File: src/rtl/sensor_conditioner.sv
// Input conditioning: two-flop synchronisers, per-bit debouncers with change pulses,
// and one-hot tank level decode with a persistence-filtered probe fault.
module sensor_conditioner #(
   parameter int unsigned DEBOUNCE_CYCLES = 50000,
   parameter int unsigned FAULT_CYCLES    = 50000
) (
   input  logic       clk,
   input  logic       reset,
   input  logic [7:0] raw,
   output logic [7:0] clean,
   output logic [7:0] changed,
   output logic [3:0] level,
   output logic       level_fault
);

   localparam int unsigned NBITS = 8;
   localparam int unsigned DB_W  = (DEBOUNCE_CYCLES > 2) ? $clog2(DEBOUNCE_CYCLES) : 1;
   localparam int unsigned FLT_W = (FAULT_CYCLES > 2) ? $clog2(FAULT_CYCLES) : 1;
   localparam logic [DB_W-1:0]  DB_LAST  = DB_W'(DEBOUNCE_CYCLES - 1);
   localparam logic [FLT_W-1:0] FLT_LAST = FLT_W'(FAULT_CYCLES - 1);

   localparam logic [3:0] LVL_VAZIO = 4'b0001;
   localparam logic [3:0] LVL_BAIXO = 4'b0010;
   localparam logic [3:0] LVL_MEDIO = 4'b0100;
   localparam logic [3:0] LVL_CHEIO = 4'b1000;

   logic [NBITS-1:0] sync1_q, sync2_q;
   logic [NBITS-1:0] clean_q, clean_d;
   logic [NBITS-1:0] changed_q, changed_d;
   logic [DB_W-1:0]  db_cnt_q [NBITS];
   logic [DB_W-1:0]  db_cnt_d [NBITS];
   logic [3:0]       level_q, level_d;
   logic             fault_q, fault_d;
   logic [FLT_W-1:0] flt_cnt_q, flt_cnt_d;

   logic [2:0]       probe_pat;
   logic             pat_valid;
   logic [3:0]       pat_level;

   // State registers
   always_ff @(posedge clk or posedge reset) begin
      if (reset) begin
         sync1_q   <= '0;
         sync2_q   <= '0;
         clean_q   <= '0;
         changed_q <= '0;
         for (int i = 0; i < NBITS; i++) db_cnt_q[i] <= '0;
         level_q   <= LVL_VAZIO;
         fault_q   <= 1'b0;
         flt_cnt_q <= '0;
      end else begin
         sync1_q   <= raw;
         sync2_q   <= sync1_q;
         clean_q   <= clean_d;
         changed_q <= changed_d;
         for (int i = 0; i < NBITS; i++) db_cnt_q[i] <= db_cnt_d[i];
         level_q   <= level_d;
         fault_q   <= fault_d;
         flt_cnt_q <= flt_cnt_d;
      end
   end

   // Per-bit debounce: any return to the clean value discards the partial count
   always_comb begin
      clean_d   = clean_q;
      changed_d = '0;
      for (int i = 0; i < NBITS; i++) begin
         db_cnt_d[i] = '0;
         if (sync2_q[i] != clean_q[i]) begin
            if (db_cnt_q[i] == DB_LAST) begin
               clean_d[i]   = sync2_q[i];
               changed_d[i] = 1'b1;
            end else begin
               db_cnt_d[i] = db_cnt_q[i] + DB_W'(1);
            end
         end
      end
   end

   // Probe pattern {LL, MM, HH} decode
   always_comb begin
      probe_pat = {clean_q[2], clean_q[1], clean_q[0]};
      pat_valid = 1'b1;
      pat_level = level_q;
      case (probe_pat)
         3'b000:  pat_level = LVL_VAZIO;
         3'b100:  pat_level = LVL_BAIXO;
         3'b110:  pat_level = LVL_MEDIO;
         3'b111:  pat_level = LVL_CHEIO;
         default: pat_valid = 1'b0;
      endcase
   end

   // Level holds through invalid patterns; fault counts persistence of the opposite validity
   always_comb begin
      level_d   = pat_valid ? pat_level : level_q;
      fault_d   = fault_q;
      flt_cnt_d = '0;
      if (pat_valid == fault_q) begin
         if (flt_cnt_q == FLT_LAST) begin
            fault_d = ~fault_q;
         end else begin
            flt_cnt_d = flt_cnt_q + FLT_W'(1);
         end
      end
   end

   assign clean       = clean_q;
   assign changed     = changed_q;
   assign level       = level_q;
   assign level_fault = fault_q;

endmodule

File: config.mk
export PLATFORM = sky130hd
export DESIGN_NAME = sensor_conditioner
export DESIGN_NICKNAME = d
export VERILOG_FILES = /design/src/rtl/sensor_conditioner.sv
export SDC_FILE = /design/constraint.sdc
export NUM_CORES = 1
export LEC_CHECK = 0
export CAP_MARGIN = 20
export CORE_MARGIN = 2
export CORE_UTILIZATION = 61
export DETAILED_ROUTE_END_ITERATION = 7
export PLACE_DENSITY = 0.78
export SLEW_MARGIN = 30
export SYNTH_ARGS = -nofsm -noshare
export SYNTH_HDL_FRONTEND = slang
export SYNTH_SLANG_ARGS = --single-unit
File: constraint.sdc
create_clock -name clk -period 6.3 [get_ports clk]
set_input_delay 0.945 -clock clk [delete_from_list [all_inputs] [get_ports clk]]
set_output_delay 0.945 -clock clk [all_outputs]
set_load 0.05 [all_outputs]
# Word-level counts from Yosys, hierarchy flattened

Cells that the tools add are included.

Flip-flop bits (word level): 181
Output and inout bits: 21
Input bits: 10

Bitwise gates (word level): 1
Reduce and logical (&&, ||, !) cells: 13
Equal/unequal tests: 21
Muxes and demuxes: 36
Add/subtract/negate cells: 9

Operators by type and width:

| cell                  | number |
|---|---|
| $mux 16               | 18 |
| $add 16x1->16 const B | 9 |
| $eq 16x16->1 const B  | 9 |
| $reduce_and 2->1      | 10 |
| $mux 1                | 17 |
| $pmux 4 s4            | 1 |
| $eq 3x3->1 const B    | 3 |
| $ne 1x1->1            | 8 |
| $reduce_bool 4->1     | 1 |
| $reduce_or 4->1       | 1 |
| $logic_not 3->1       | 1 |
| $eq 1x1->1            | 1 |
| $not 1->1             | 1 |

# Depth between registers and ports, before layout

Word-level depth: 5
Mapped depth: 7
Depth with buffers taken out: 5

# Least setup slack after synthesis

No wires, ideal clock.

Kind: register to register
Start point: reg clean_q[2] (netlist: clean[2])
End point: reg flt_cnt_q[10]
Required time: 6.179 ns
Arrival: 1.803 ns
Stages on the path, launching flop included: 7
Path slack: 4.376 ns
Period minus slack after synthesis: 1.924 ns
Cells stage by stage: dfrtp_1 -> clkbuf_1 -> nor2b_1 -> or3_1 -> nand3_1 -> buf_2 -> nor2_1

Cells in the longest elaborated chain, start to end: 5
Elaborated cells on any way between the ends: 8
Classes of those cells: 4 x eq/ne; 2 x mux; 2 x reduce/logical

Ends and longest elaborated chain:

| item                                          | line | RTL |
|---|---|---|
| start, declared                               | 28   | `logic [NBITS-1:0] clean_q, clean_d;` |
| start signal, assigned                        | 54   | `clean_q <= clean_d;` |
| $eq 3x3->1 or $logic_not 3->1 (tied branches) | 85   | `case (probe_pat)` |
| $reduce_or 4->1 (no source line) (*)          | -    |  |
| $mux 1 (*)                                    | 85   |  |
| $eq 1x1->1 (*)                                | 99   | `if (pat_valid == fault_q) begin` |
| $mux 16 (*)                                   | 99   |  |
| named net flt_cnt_d[10]                       | 34   | `logic [FLT_W-1:0] flt_cnt_q, flt_cnt_d;` |
| end signal, assigned                          | 59   | `flt_cnt_q <= flt_cnt_d;` |
| end, declared                                 | 34   |  |

The timed path passes the listed nets; every way through them passes the cells marked *.
A chain may end at the register's enable or synchronous reset.

# Final worst setup path

Start point: reg clean_q[0] (netlist: clean[0])
End point: out clean[0]

RTL lines:

| item          | line | RTL |
|---|---|---|
| end, declared | 10   | `output logic [7:0] clean,` |

No word-level cell between the ends.

==> out/qor.txt <==
GR Util met1: 28.8%
Synth Net Count: 826
Peak VDD IR: 0.000262 V
Crit. Startpoint: clean[0]
cts hold-fix bufs: 0
GRT met3 Usage: 4.98%
status: finished, final reports clean
CTS tree: built
Worst-Skew Late Latency: 0.43 ns
Reg clk slew, reported paths: 0.07 ns
EDFF count, synth: 0
synth warn: 0
Cell Area, Synth: 8330 sq um
min Tclk post-route: 2.75 ns
residual DRC count: 0
NumNets Final: 863
DRT iter0 DRCs: 471
f_max: 0.363 GHz
Detailed Route WL: 15.4 mm
Top Usage Layer GRT: met2
share of post-route cells with drive strength above 1: 7.00%
syn avg cell area: 10.3 sq um
RSZ-0062 raised after global routing: no
Worst Path Required: 5.35 ns
sequential fraction of the synthesis area: 54.4%
number of CTS-inserted buffers: 17
DR vias: 5915
post-CTS setup buffer count: 0
DIE WIDTH: 121 um
drt pass-1 iters: 4
leakage power: 3.76 nW
final slew viol count: 0
Place WS: 3.57 ns
Worst Tran Pin Value: 0.799 ns
Mapped Cells: 807
Slew Limit Headroom: 46.5%
Max Cap Viol: 0
Worst Setup Path Type: reg -> out
antenna cell count: 0
mean routed wirelength per cell: 14.9 um
fill count: 971
Worst setup SP type: flop
Longest Clk Path Bufs: 2
TNS Setup: 0 ns
FFs w/ async S/R, synth: 100%
GRT Total Usage: 23.0%
post-route ant nets: 0
global-route wire length before repair: 27.0 mm
Num Clock Sinks: 181
pwr dens: 252 nW/um^2
vias in the first global route: 6024
post-synthesis cell type count: 44
skew final: 0.0133 ns
antenna violations before repair: 0
Final Hold Viols: 0
FF+latch count, synth: 181
CP cell instances: clkdlybuf4s50_1
global-route met2 utilization: 39.3%
Critical Path Slowest Stage Cell: clkdlybuf4s50_1
H-tree levels: 4
Hold Crit Start: sync1_q[2]
Starting Density: 62.7%
Layout area overhead: 13.3%
Critical Path End Type: output pin
Core Area: 13300 sq um
Min-Delay Path Class: reg -> reg
final worst path period share: 43.7%
Final setup viols: 0
Congestion Overflow GR: 0
num ports: 31
Root Buffer: clkbuf_16
dpl cell area: 8810 sq um
Worst path max stage delay: 0.87 ns
WP buf/inv: 1
CP delay by family, top: buffers and inverters
Final Worst Setup Slack: 3.55 ns
post-DP HPWL: 10.2 mm
CP max FO: 9
die area: 14600 sq um
largest net degree at the start of global routing: 74
critical path arrival: 1.81 ns
ys flop type: dfrtp_1
Cell Rows: 42
GPL Wtd Cong: 0.838
post-route cell area: 9440 sq um
PostCTS Resize Cnt: 0
RR Startpoint: db_cnt_q[124]
die height: 121 um
Port Buffer Count: 30
Vias/cell: 5.73
==> logic make-up after synthesis <==
| kind of cell | count (synthesis) | share of synthesized area (%) |
|---|---|---|
| and+or+nand+nor | 414 | 25.2 |
| adders and majority gates | 9 | 1.35 |
| buffers and inverters | 46 | 2.15 |
| xor gates and xnor gates | 130 | 13.7 |
| DFF | 181 | 54.4 |
| AOI/OAI and AO/OA | 17 | 1.82 |
| muxes | 10 | 1.43 |
==> power by group <==
part	internal, mW	switching [mW]	total, mW
combinational	0.0214	0.0471	0.0685
clock	0.674	0.437	1.11
sequential	1.18	0.0165	1.20
total	1.88	0.501	2.38
==> state kept, by name, indices dropped and copies added (netlist names) <==
name / cells
changed: 8
level_fault: 1
clean: 8
sync1_q: 8
level: 4
db_cnt_q: 128
flt_cnt_q: 16
sync2_q: 8
==> layer usage <==
metal  vias to the layer above  routed length (um)
met4                         0                 326
met2                       107                7920
met1                      2943                6690
li1                       2831                   -
met5                         -                   0
met3                        34                 480
==> worst paths after layout <==
path | endpoint | slack (ns) | cells past startpoint
max | clean[0] | 3.55 | 1
min | sync2_q[2] | 0.35 | 0
max reg2reg | db_cnt_q[124] | 4.33 | 4
min reg2reg | sync2_q[2] | 0.35 | 0
max in group asynchronous | flt_cnt_q[15] | 4.28 | 3
min in group asynchronous | db_cnt_q[14] | 0.93 | 2
==> metrics by stage <==
step           power [mW]  util [%]  hold slack (ns)  std cells
3_5_place_dp         1.29      66.3            0.336       1001
5_1_grt              2.46      71.0            0.357       1033
4_1_cts              2.40      71.0            0.351       1033
3_3_place_gp         1.28      66.3            0.333       1001
2_1_floorplan        1.26         -            0.331        807
6_report             2.38      71.0            0.350       1033
==> layout by cell type (no fill, tap or decap), types with 3 or more instances in the layout <==
cell / Yosys / layout
nor4bb_1: 10 / 10
mux2_2: 7 / 7
nand3_2: 3 / 3
xnor2_1: 109 / 109
clkdlybuf4s50_1: 0 / 30
nor2_1: 167 / 167
o21ai_0: 5 / 5
a21oi_1: 4 / 4
bufinv_16: 0 / 4
nand3_1: 50 / 50
inv_1: 32 / 31
nor4b_1: 7 / 7
nor2b_1: 7 / 7
nor4_1: 34 / 34
nor3_1: 34 / 34
clkbuf_16: 0 / 17
nand4_1: 38 / 38
nand2_1: 33 / 33
dfrtp_1: 180 / 180
clkinv_2: 0 / 4
xor2_1: 21 / 21
ha_1: 9 / 9
and3_1: 11 / 11
or3_1: 3 / 3
==> cell usage after synthesis (3+ instances only) <==
library cell | number | area (sq um)
a21oi_1 | 4 | 20.0
and3_1 | 11 | 68.8
buf_2 | 5 | 25.0
clkbuf_1 | 9 | 33.8
dfrtp_1 | 180 | 4500
ha_1 | 9 | 113
inv_1 | 32 | 120
mux2_2 | 7 | 78.8
nand2_1 | 33 | 124
nand3_1 | 50 | 250
nand3_2 | 3 | 30.0
nand4_1 | 38 | 238
nor2_1 | 167 | 627
nor2b_1 | 7 | 43.8
nor3_1 | 34 | 170
nor4_1 | 34 | 213
nor4b_1 | 7 | 61.3
nor4bb_1 | 10 | 100
o21ai_0 | 5 | 25.0
or3_1 | 3 | 18.8
xnor2_1 | 109 | 955
xor2_1 | 21 | 184
==> cell type report <==
class	instances	area [sq um]	area share, %
inverters	32	125	1.33
clock buffers	19	443	4.69
repair buffers	32	319	3.38
clock inverters	13	181	1.92
multi-input cells	580	3620	38.4
well taps	176	220	2.33
flip-flops and latches	181	4530	48.0
Note: power is estimated with default switching activity, not from simulation.
